<file path="src/rtl/vram_write_arbiter.sv">
// rtl/vram_write_arbiter.sv - Shares the framebuffer write port between CPU pixel writes and a rectangle-fill engine.
module vram_write_arbiter #(
    parameter int WIDTH        = 640,
    parameter int HEIGHT       = 480,
    parameter int STARVE_LIMIT = 8
) (
    input  logic        clk,
    input  logic        rst,
    input  logic        cpu_req,
    input  logic [18:0] cpu_addr,
    input  logic [11:0] cpu_data,
    output logic        cpu_ack,
    input  logic        fill_start,
    input  logic [9:0]  fill_x0,
    input  logic [9:0]  fill_y0,
    input  logic [9:0]  fill_x1,
    input  logic [9:0]  fill_y1,
    input  logic [11:0] fill_color,
    output logic        fill_busy,
    output logic        fill_done,
    output logic        fill_err,
    output logic [18:0] WAddr,
    output logic [11:0] Din,
    output logic        WE
);
    typedef enum logic [1:0] {IDLE, FILL, DONE} state_t;

    localparam int              SW   = $clog2(STARVE_LIMIT + 1);
    localparam logic [SW-1:0]   SLIM = SW'(STARVE_LIMIT);
    localparam logic [9:0]      XMAX = 10'(WIDTH - 1);
    localparam logic [9:0]      YMAX = 10'(HEIGHT - 1);
    localparam logic [18:0]     W19  = 19'(WIDTH);
    localparam logic [18:0]     YM19 = 19'(HEIGHT - 1);

    state_t        state, state_nx;
    logic [SW-1:0] starve;
    logic [9:0]    rx0, rx1, ry1, px, py;
    logic [18:0]   addr, row_base;
    logic [11:0]   color;
    logic [9:0]    cx1, cy1;
    logic [18:0]   start_addr;
    logic          reject, accept, cpu_grant, fill_grant, last_pix;

    // Framebuffer rows are stored bottom-up, so screen row y lives at row HEIGHT-1-y.
    always_comb begin
        cx1        = (fill_x1 > XMAX) ? XMAX : fill_x1;
        cy1        = (fill_y1 > YMAX) ? YMAX : fill_y1;
        reject     = (fill_x0 > cx1) || (fill_y0 > cy1) || (fill_x0 > XMAX) || (fill_y0 > YMAX);
        start_addr = W19 * (YM19 - {9'd0, fill_y0}) + {9'd0, fill_x0};
        accept     = (state == IDLE) && fill_start && !reject;
        cpu_grant  = cpu_req && ((state != FILL) || (starve < SLIM));
        fill_grant = (state == FILL) && !cpu_grant;
        last_pix   = (px == rx1) && (py == ry1);
    end

    always_comb begin
        state_nx = state;
        case (state)
            IDLE:    if (accept) state_nx = FILL;
            FILL:    if (fill_grant && last_pix) state_nx = DONE;
            DONE:    state_nx = IDLE;
            default: state_nx = IDLE;
        endcase
    end

    assign fill_busy = (state == FILL);
    assign fill_done = (state == DONE);

    always_ff @(posedge clk or posedge rst) begin
        if (rst) begin
            state    <= IDLE;
            starve   <= '0;
            WE       <= 1'b0;
            WAddr    <= '0;
            Din      <= '0;
            cpu_ack  <= 1'b0;
            fill_err <= 1'b0;
            rx0      <= '0;
            rx1      <= '0;
            ry1      <= '0;
            px       <= '0;
            py       <= '0;
            addr     <= '0;
            row_base <= '0;
            color    <= '0;
        end else begin
            state    <= state_nx;
            WE       <= cpu_grant || fill_grant;
            cpu_ack  <= cpu_grant;
            fill_err <= (state == IDLE) && fill_start && reject;
            if (cpu_grant) begin
                WAddr <= cpu_addr;
                Din   <= cpu_data;
            end else if (fill_grant) begin
                WAddr <= addr;
                Din   <= color;
            end
            // Starvation guard only counts while a fill is waiting for the port.
            if ((state == FILL) && cpu_grant) starve <= starve + SW'(1);
            else starve <= '0;
            if (accept) begin
                rx0      <= fill_x0;
                rx1      <= cx1;
                ry1      <= cy1;
                px       <= fill_x0;
                py       <= fill_y0;
                addr     <= start_addr;
                row_base <= start_addr;
                color    <= fill_color;
            end else if (fill_grant) begin
                if (px == rx1) begin
                    px       <= rx0;
                    py       <= py + 10'd1;
                    row_base <= row_base - W19;
                    addr     <= row_base - W19;
                end else begin
                    px   <= px + 10'd1;
                    addr <= addr + 19'd1;
                end
            end
        end
    end
endmodule

</file>
<file path="config.mk">
export PLATFORM = sky130hd
export DESIGN_NAME = vram_write_arbiter
export DESIGN_NICKNAME = d
export VERILOG_FILES = /design/src/rtl/vram_write_arbiter.sv
export SDC_FILE = /design/constraint.sdc
export NUM_CORES = 1
export LEC_CHECK = 0
export ABC_AREA = 1
export BUFFER_PORTS_ARGS = -buffer_cell sky130_fd_sc_hd__buf_4
export CAP_MARGIN = 20
export CORE_ASPECT_RATIO = 1.4
export CORE_UTILIZATION = 60
export CTS_BUF_LIST = sky130_fd_sc_hd__clkbuf_4
export DETAILED_ROUTE_END_ITERATION = 16
export PLACE_DENSITY = 0.88
export SLEW_MARGIN = 40
export SYNTH_ARGS = -nofsm -noshare
export SYNTH_HDL_FRONTEND = slang
export SYNTH_SLANG_ARGS = --single-unit
</file>
<file path="constraint.sdc">
create_clock -name clk -period 4.7 [get_ports clk]
set_input_delay 0.235 -clock clk [delete_from_list [all_inputs] [get_ports clk]]
set_output_delay 0.235 -clock clk [all_outputs]
set_load 0.02 [all_outputs]
</file>
==> results of run 1 <==
## cells by family (layout without fill, tap and decap cells)
kind of cell,after synthesis,in the layout,synth area share
buffers and inverters,177,376,0.0853
other,1,2,0.000424
DFF,140,140,0.396
AOI/OAI and AO/OA,162,162,0.109
and+or+nand+nor,644,644,0.308
adders and majority gates,48,48,0.0696
xor gates and xnor gates,32,32,0.0317
## worst min-delay path, stage by stage
cell and delay, ns:
buf_4 0.08, nor2_1 0.04, o21ai_0 0.18
## state kept, by name (all words and copies together) (netlist names)
name / cells
py: 10
rx0: 10
WE: 1
color: 12
row_base: 19
px: 10
Din: 12
cpu_ack: 1
starve: 4
rx1: 10
WAddr: 19
addr: 19
fill_err: 1
state: 2
ry1: 10
## synthesized netlist by cell type, types with 5 or more instances
master	instances
nor2_1	90
nand4_1	25
o21ai_0	73
buf_2	17
a21oi_1	25
nor3_1	8
buf_6	6
nand3b_1	7
nand3_1	69
dfrtp_1	140
or2_2	8
xor2_1	23
inv_1	137
xnor2_1	9
ha_1	46
nor2_2	8
o21ai_1	11
nand2_1	418
inv_2	5
o211ai_1	36
clkbuf_1	9
## worst paths after layout
| kind | to | slack, ns | depth (start not counted) |
|---|---|---|---|
| worst max-delay path | addr[17]$_DFFE_PP0P_ | 1.27 | 15 |
| max in group asynchronous | px[0]$_DFFE_PP0P_ | 3.30 | 4 |
| min in group asynchronous | WE$_DFF_PP0_ | 0.35 | 3 |
| worst min-delay path | ry1[4]$_DFFE_PP0N_ | 0.02 | 3 |
| worst min register to register | rx0[2]$_DFFE_PP0N_ | 0.49 | 2 |
| worst max register to register | addr[17]$_DFFE_PP0P_ | 2.09 | 8 |
## layout make-up
type	instances	area [um2]
Fill cell	1083	3540
Multi-Input combinational cell	887	4610
Clock inverter	13	143
Inverter	142	541
Clock buffer	18	135
Sequential cell	140	3500
Antenna cell	1	2.50
Tap cell	189	236
Timing Repair Buffer	203	1730
## layer usage
layer | wire length (um) | track usage | vias up
met3 | 1410 | 0.0551 | 81
li1 | - | - | 4249
met5 | 0 | 0 | -
met2 | 11400 | 0.539 | 378
met4 | 973 | 0.139 | 0
met1 | 9560 | 0.395 | 4033
## per-stage QoR
stage | instances | power (W) | worst slack, ns
2_1_floorplan | 1204 | 0.00208 | 0.712
3_3_place_gp | 1485 | 0.00232 | 1.36
3_5_place_dp | 1486 | 0.00235 | 1.23
4_1_cts | 1588 | 0.00318 | 1.29
5_1_grt | 1593 | 0.00339 | 0.904
6_report | 1593 | 0.00320 | 1.27
## power groups by stage
stage                     registers, W  logic (W)  clock network (W)
final                          0.00144   0.000964           0.000792
after global routing           0.00145    0.00108           0.000852
after global placement         0.00145   0.000865                  0
after CTS                      0.00143   0.000949           0.000796
after floorplan                0.00146   0.000613                  0
after detailed placement       0.00145   0.000897                  0
## what timing repair did
item	in CTS	in global routing
hold endpoints to repair	169	4
gates resized for setup	0	0
hold buffers	71	4
==> flow_summary.yaml, run 1 <==
sta:
  fin_hold_ws_ns: 0.0153
  clock.fmax_mhz: 291
  setup-tns-final_ns: 0
  post-route-period-util: 0.731
  min_period_ns: 3.43
  finalMaxSlewViolations: 0
  finalSetupViolations: 0
  final_report_hold_violation_count: 0
  relSlewSlack: 0.533
  rsz_0062_raised_after_global_routing: "false"
  worst_slew_pin_tran_ns: 0.699
  worst_skew_ns: 0.0231
synthesis:
  synth_top_area_frac: 0.396
  synth-edff-count: 0
  synth-async-reset-ratio: 1.00
  post_synth_inst_count: 1204
  yosys_most_used_dff: "dfrtp_1"
  synth_area_per_cell_um2: 7.35
  postSynthRegisterBits: 140
  netlist-cell-type-count: 44
  synth_fp_nets: 1339
  synth.yosys.seq_area_share: 0.396
  synth.top_cells.by_area: "dfrtp_1 40%, nand2_1 18%, ha_1 6.5%"
  synth_top_cell_by_area: "dfrtp_1"
  synth.cell_area_mm2: 0.00885
  count_of_synthesis_stage_warnings_from_yosys: 0
critical_path:
  timing.rr.start: "state[0]$_DFFE_PP0P_"
  cp.required_ns: 5.13
  timing.critical_path.from_type: "input pin"
  worst_ep_arrival_time_ns: 3.86
  cp_class: "input pin to flop"
  crit_path_frequent_cell: "nand2_1"
  critical-path-max-stage-delay_ns: 0.69
  timing.critical_path.fanout_max: 36
  cp-end-kind: "flop"
  timing.critical_path.from: "fill_x1[7]"
  cpMaxStageDelayCell: "nand2_2"
  critPathTopFamily: "simple AND/OR/NAND/NOR gates"
  crit_path_cell_trace: "dlygate4sd3_1 -> buf_4 -> inv_1 -> a21oi_1 -> nor2_1 -> ha_1 -> a21o_1 -> o21ai_1 -> nand3_1 -> nand2_1 -> nand4_4 -> nand2_2 -> inv_2 -> nand2_1 -> nand2_1"
  worst-path-buf-inv: 4
floorplanning:
  die_span_in_y_um: 146
  design.portCount: 123
  floorplan.initialDensity: 0.613
  die_x_um: 105
  core.rowCount: 52
  dieArea_mm2: 0.0152
  fp.coreArea_mm2: 0.0144
hold_path:
  min-delay-start: "fill_y1[4]"
  worstHoldPathType: "input pin to flop"
cts:
  cts_made_buffers: 17
  cts-root-to-sink-buffers: 2
  cts_setup_buffers: 0
  clock_sink_count: 140
  clock_insertion_delay_worst_skew_ns: 0.55
  tritoncts_clock_tree: "yes"
  clock-root-buffer: "clkbuf_4"
  htreeDepth: 4
  clkSlewWorstSetupHoldPaths_ns: 0.14
power:
  power.sequential.fraction: 0.450
  clkPwrFrac: 0.248
  total_leakage_power_nw: 5.68
  total_switching_power_w: 0.00115
  switching_share: 0.361
  cell_internal_pwr_w: 0.00204
  peakVddDrop_mv: 0.144
  cellPowerDensity_mw_per_mm2: 293
  comb_power_share: 0.302
routing:
  drcViolationCount: 0
  drt_iter0_markers: 591
  totalWireLength_um: 23300
  wire_per_inst_um: 14.6
  route.detailed.vias_per_inst: 5.49
  drtPass1Iterations: 5
  num_vias: 8741
  detail-route-antenna-nets: 0
layout:
  final_cell_mix: "418 x nand2_1, 140 x dfrtp_1, 135 x inv_1, 127 x buf_4, 88 x nor2_1"
  syn2layout_area_growth_pct: 23.2
  drive_gt1_frac: 0.141
  layout.core_utilization: 0.755
  final_common_cell: "nand2_1"
  num-nets-final: 1526
  fin_area_mm2: 0.0109
grt:
  grt_first_pass_wirelength_um: 38900
  globalRouteTotalUtil: 0.317
  grt_antenna_before_repair: 1
  grt_max_degree: 100
  residual_overflow_from_global_routing: 0
  vias_in_the_first_global_route: 8329
place:
  gp_congestion: 0.936
  detailedPlacementHpwl_um: 16000
  io_buffers: 122
  dpl_cell_area_mm2: 0.00987
outcome:
  result_of_the_run: "complete, no violations"
flow_run:
  max_cap_viol: 0
(Power assumes the default switching activity.)
==> run 2, diff against run 1 <==
==> constraint.sdc (replaced) <==
create_clock -name clk -period 3.53 [get_ports clk]
set_input_delay 0.1765 -clock clk [delete_from_list [all_inputs] [get_ports clk]]
set_output_delay 0.1765 -clock clk [all_outputs]
set_load 0.02 [all_outputs]
==> flow_summary.yaml, run 2 (synthesis results as in run 1) <==
sta:
  finalMaxSlewViolations: 0
  relSlewSlack: 0.532
  min_period_ns: 3.18
  post-route-period-util: 0.900
  rsz_0062_raised_after_global_routing: "false"
  worst_slew_pin_tran_ns: 0.700
  worst_skew_ns: 0.0229
  setup-tns-final_ns: 0
  final_report_hold_violation_count: 0
  finalSetupViolations: 0
  final.setup.worst_slack_ns: 0.353
  clock.fmax_mhz: 315
floorplanning:
  design.portCount: 123
  die_span_in_y_um: 146
  core.rowCount: 52
  fp.coreArea_mm2: 0.0144
  floorplan.initialDensity: 0.613
  dieArea_mm2: 0.0152
  die_x_um: 105
grt:
  grt_first_pass_wirelength_um: 41500
  grt_antenna_before_repair: 2
  residual_overflow_from_global_routing: 0
  vias_in_the_first_global_route: 9071
  grt_max_degree: 94
  globalRouteTotalUtil: 0.338
critical_path:
  worst_ep_arrival_time_ns: 3.65
  setup_slack_reg_to_reg_ns: 1.18
  crit_path_frequent_cell: "nor2_1"
  critical-path-max-stage-delay_ns: 0.59
  cpMaxStageDelayCell: "dlygate4sd3_1"
  cp_class: "input pin to flop"
  timing.critical_path.fanout_max: 25
  critPathTopFamily: "buffers and inverters"
  cp.required_ns: 4.01
  worst-path-buf-inv: 6
  timing.critical_path.from_type: "input pin"
  crit_path_cell_trace: "dlygate4sd3_1 -> buf_4 -> nand4_1 -> inv_1 -> nor2_1 -> inv_1 -> nor2_1 -> ha_1 -> a21oi_1 -> nor2_1 -> nor2_1 -> nand3_1 -> nand2_1 -> nand3_1 -> nor2_4 -> buf_12 -> nand2_1 -> o22ai_1 -> dlygate4sd3_1"
  cp-end-kind: "flop"
layout:
  drive_gt1_frac: 0.143
  syn2layout_area_growth_pct: 25.5
  top_regs: "WAddr: 19 flops, addr: 19 flops, row_base: 19 flops"
  final_cell_mix: "418 x nand2_1, 140 x dfrtp_1, 136 x inv_1, 133 x buf_4, 88 x nor2_1"
  num-nets-final: 1545
  final_common_cell: "nand2_1"
routing:
  num_vias: 9001
  wire_per_inst_um: 15.3
  detail-route-antenna-nets: 0
  drcViolationCount: 0
  drt_iter0_markers: 786
  drtPass1Iterations: 7
  totalWireLength_um: 24700
  route.detailed.vias_per_inst: 5.58
power:
  peakVddDrop_mv: 0.218
  totalPowerFinal_w: 0.00431
  total_leakage_power_nw: 5.77
  cellPowerDensity_mw_per_mm2: 388
cts:
  cts_made_buffers: 17
  clkSlewWorstSetupHoldPaths_ns: 0.12
  clock-root-buffer: "clkbuf_4"
  htreeDepth: 4
  clock_insertion_delay_worst_skew_ns: 0.56
  tritoncts_clock_tree: "yes"
  cts-root-to-sink-buffers: 2
  clock_sink_count: 140
flow_run:
  max_cap_viol: 0
place:
  place_ws_ns: 0.541
  gp_congestion: 0.872
  detailedPlacementHpwl_um: 16200
  io_buffers: 122
outcome:
  result_of_the_run: "complete, no violations"
hold_path:
  worstHoldPathType: "input pin to asynchronous set/reset pin"
-- run 2: cell types whose count changed in the layout (fill, tap and decap cells not counted), moves of 2 or more --
| cell | delta |
|---|---|
| buf_12 | +4 |
| buf_4 | +6 |
| clkinv_1 | +3 |
| dlygate4sd3_1 | +10 |
| inv_6 | -2 |
-- run 2: worst register-to-register path, cell delays in order, from the launching register on --
cell and delay [ns]:
dfrtp_1 0.48, inv_2 0.07, nand2_1 0.07, nand4_1 0.12, nor2_2 0.19, nand2_2 0.09
nor2_4 0.33, nand2_4 0.29, nand2_8 0.25, inv_2 0.16, nand2_1 0.09, o211ai_1 0.08
-- run 2: per-stage QoR --
| step | util | cells | hold slack [ns] | instance area, um2 |
|---|---|---|---|---|
| global route | 0.769 | 1613 | 0.114 | 11100 |
| CTS | 0.766 | 1608 | 0.105 | 11100 |
| global placement | 0.687 | 1492 | 0.351 | 9920 |
| detailed placement | 0.687 | 1492 | 0.347 | 9930 |
| floorplan | - | 1204 | 0.286 | 8850 |
| finish | 0.769 | 1613 | 0.128 | 11100 |
-- run 2: layout make-up --
type	instances	area (um2)
Multi-Input combinational cell	887	4610
Clock inverter	13	150
Sequential cell	140	3500
Timing Repair Buffer	222	1930
Fill cell	1014	3340
Inverter	142	537
Tap cell	189	236
Antenna cell	2	5.00
Clock buffer	18	135
-- run 2: repair_timing --
item | 4_1_cts | 5_1_grt
hold buffers | 85 | 0
hold endpoints to repair | 127 | 0
setup buffers | 0 | 2
endpoints found under the setup margin | 0 | 1
resized for setup | 0 | 1
-- run 2: final timing paths --
path                                      from                  end  cells past startpoint
max reg2reg                  px[4]$_DFFE_PP0P_    py[5]$_DFFE_PP0P_                     11
max in group asynchronous                  rst   rx1[5]$_DFFE_PP0N_                      4
min reg2reg                starve[0]$_DFF_PP0_  starve[0]$_DFF_PP0_                      1
max                                 fill_y1[7]   rx1[7]$_DFFE_PP0N_                     19
min in group clk                    fill_y1[8]   ry1[5]$_DFFE_PP0N_                      6
min                                        rst   Din[0]$_DFFE_PP0P_                      3
-- run 2: per-layer routing --
layer  track usage  routed length, um
met5             0                  0
met4         0.184               1120
met3        0.0546               1470
met2         0.589              12400
met1         0.395               9740
-- run 2: report_power, final --
| group | total (W) | switching, W | internal, W | leakage (nW) |
|---|---|---|---|---|
| Sequential | 0.00192 | 0.000165 | 0.00175 | 1.77 |
| Clock | 0.00108 | 0.000598 | 0.000487 | 0.144 |
| Combinational | 0.00131 | 0.000756 | 0.000556 | 3.86 |
| Total | 0.00431 | 0.00152 | 0.00279 | 5.77 |
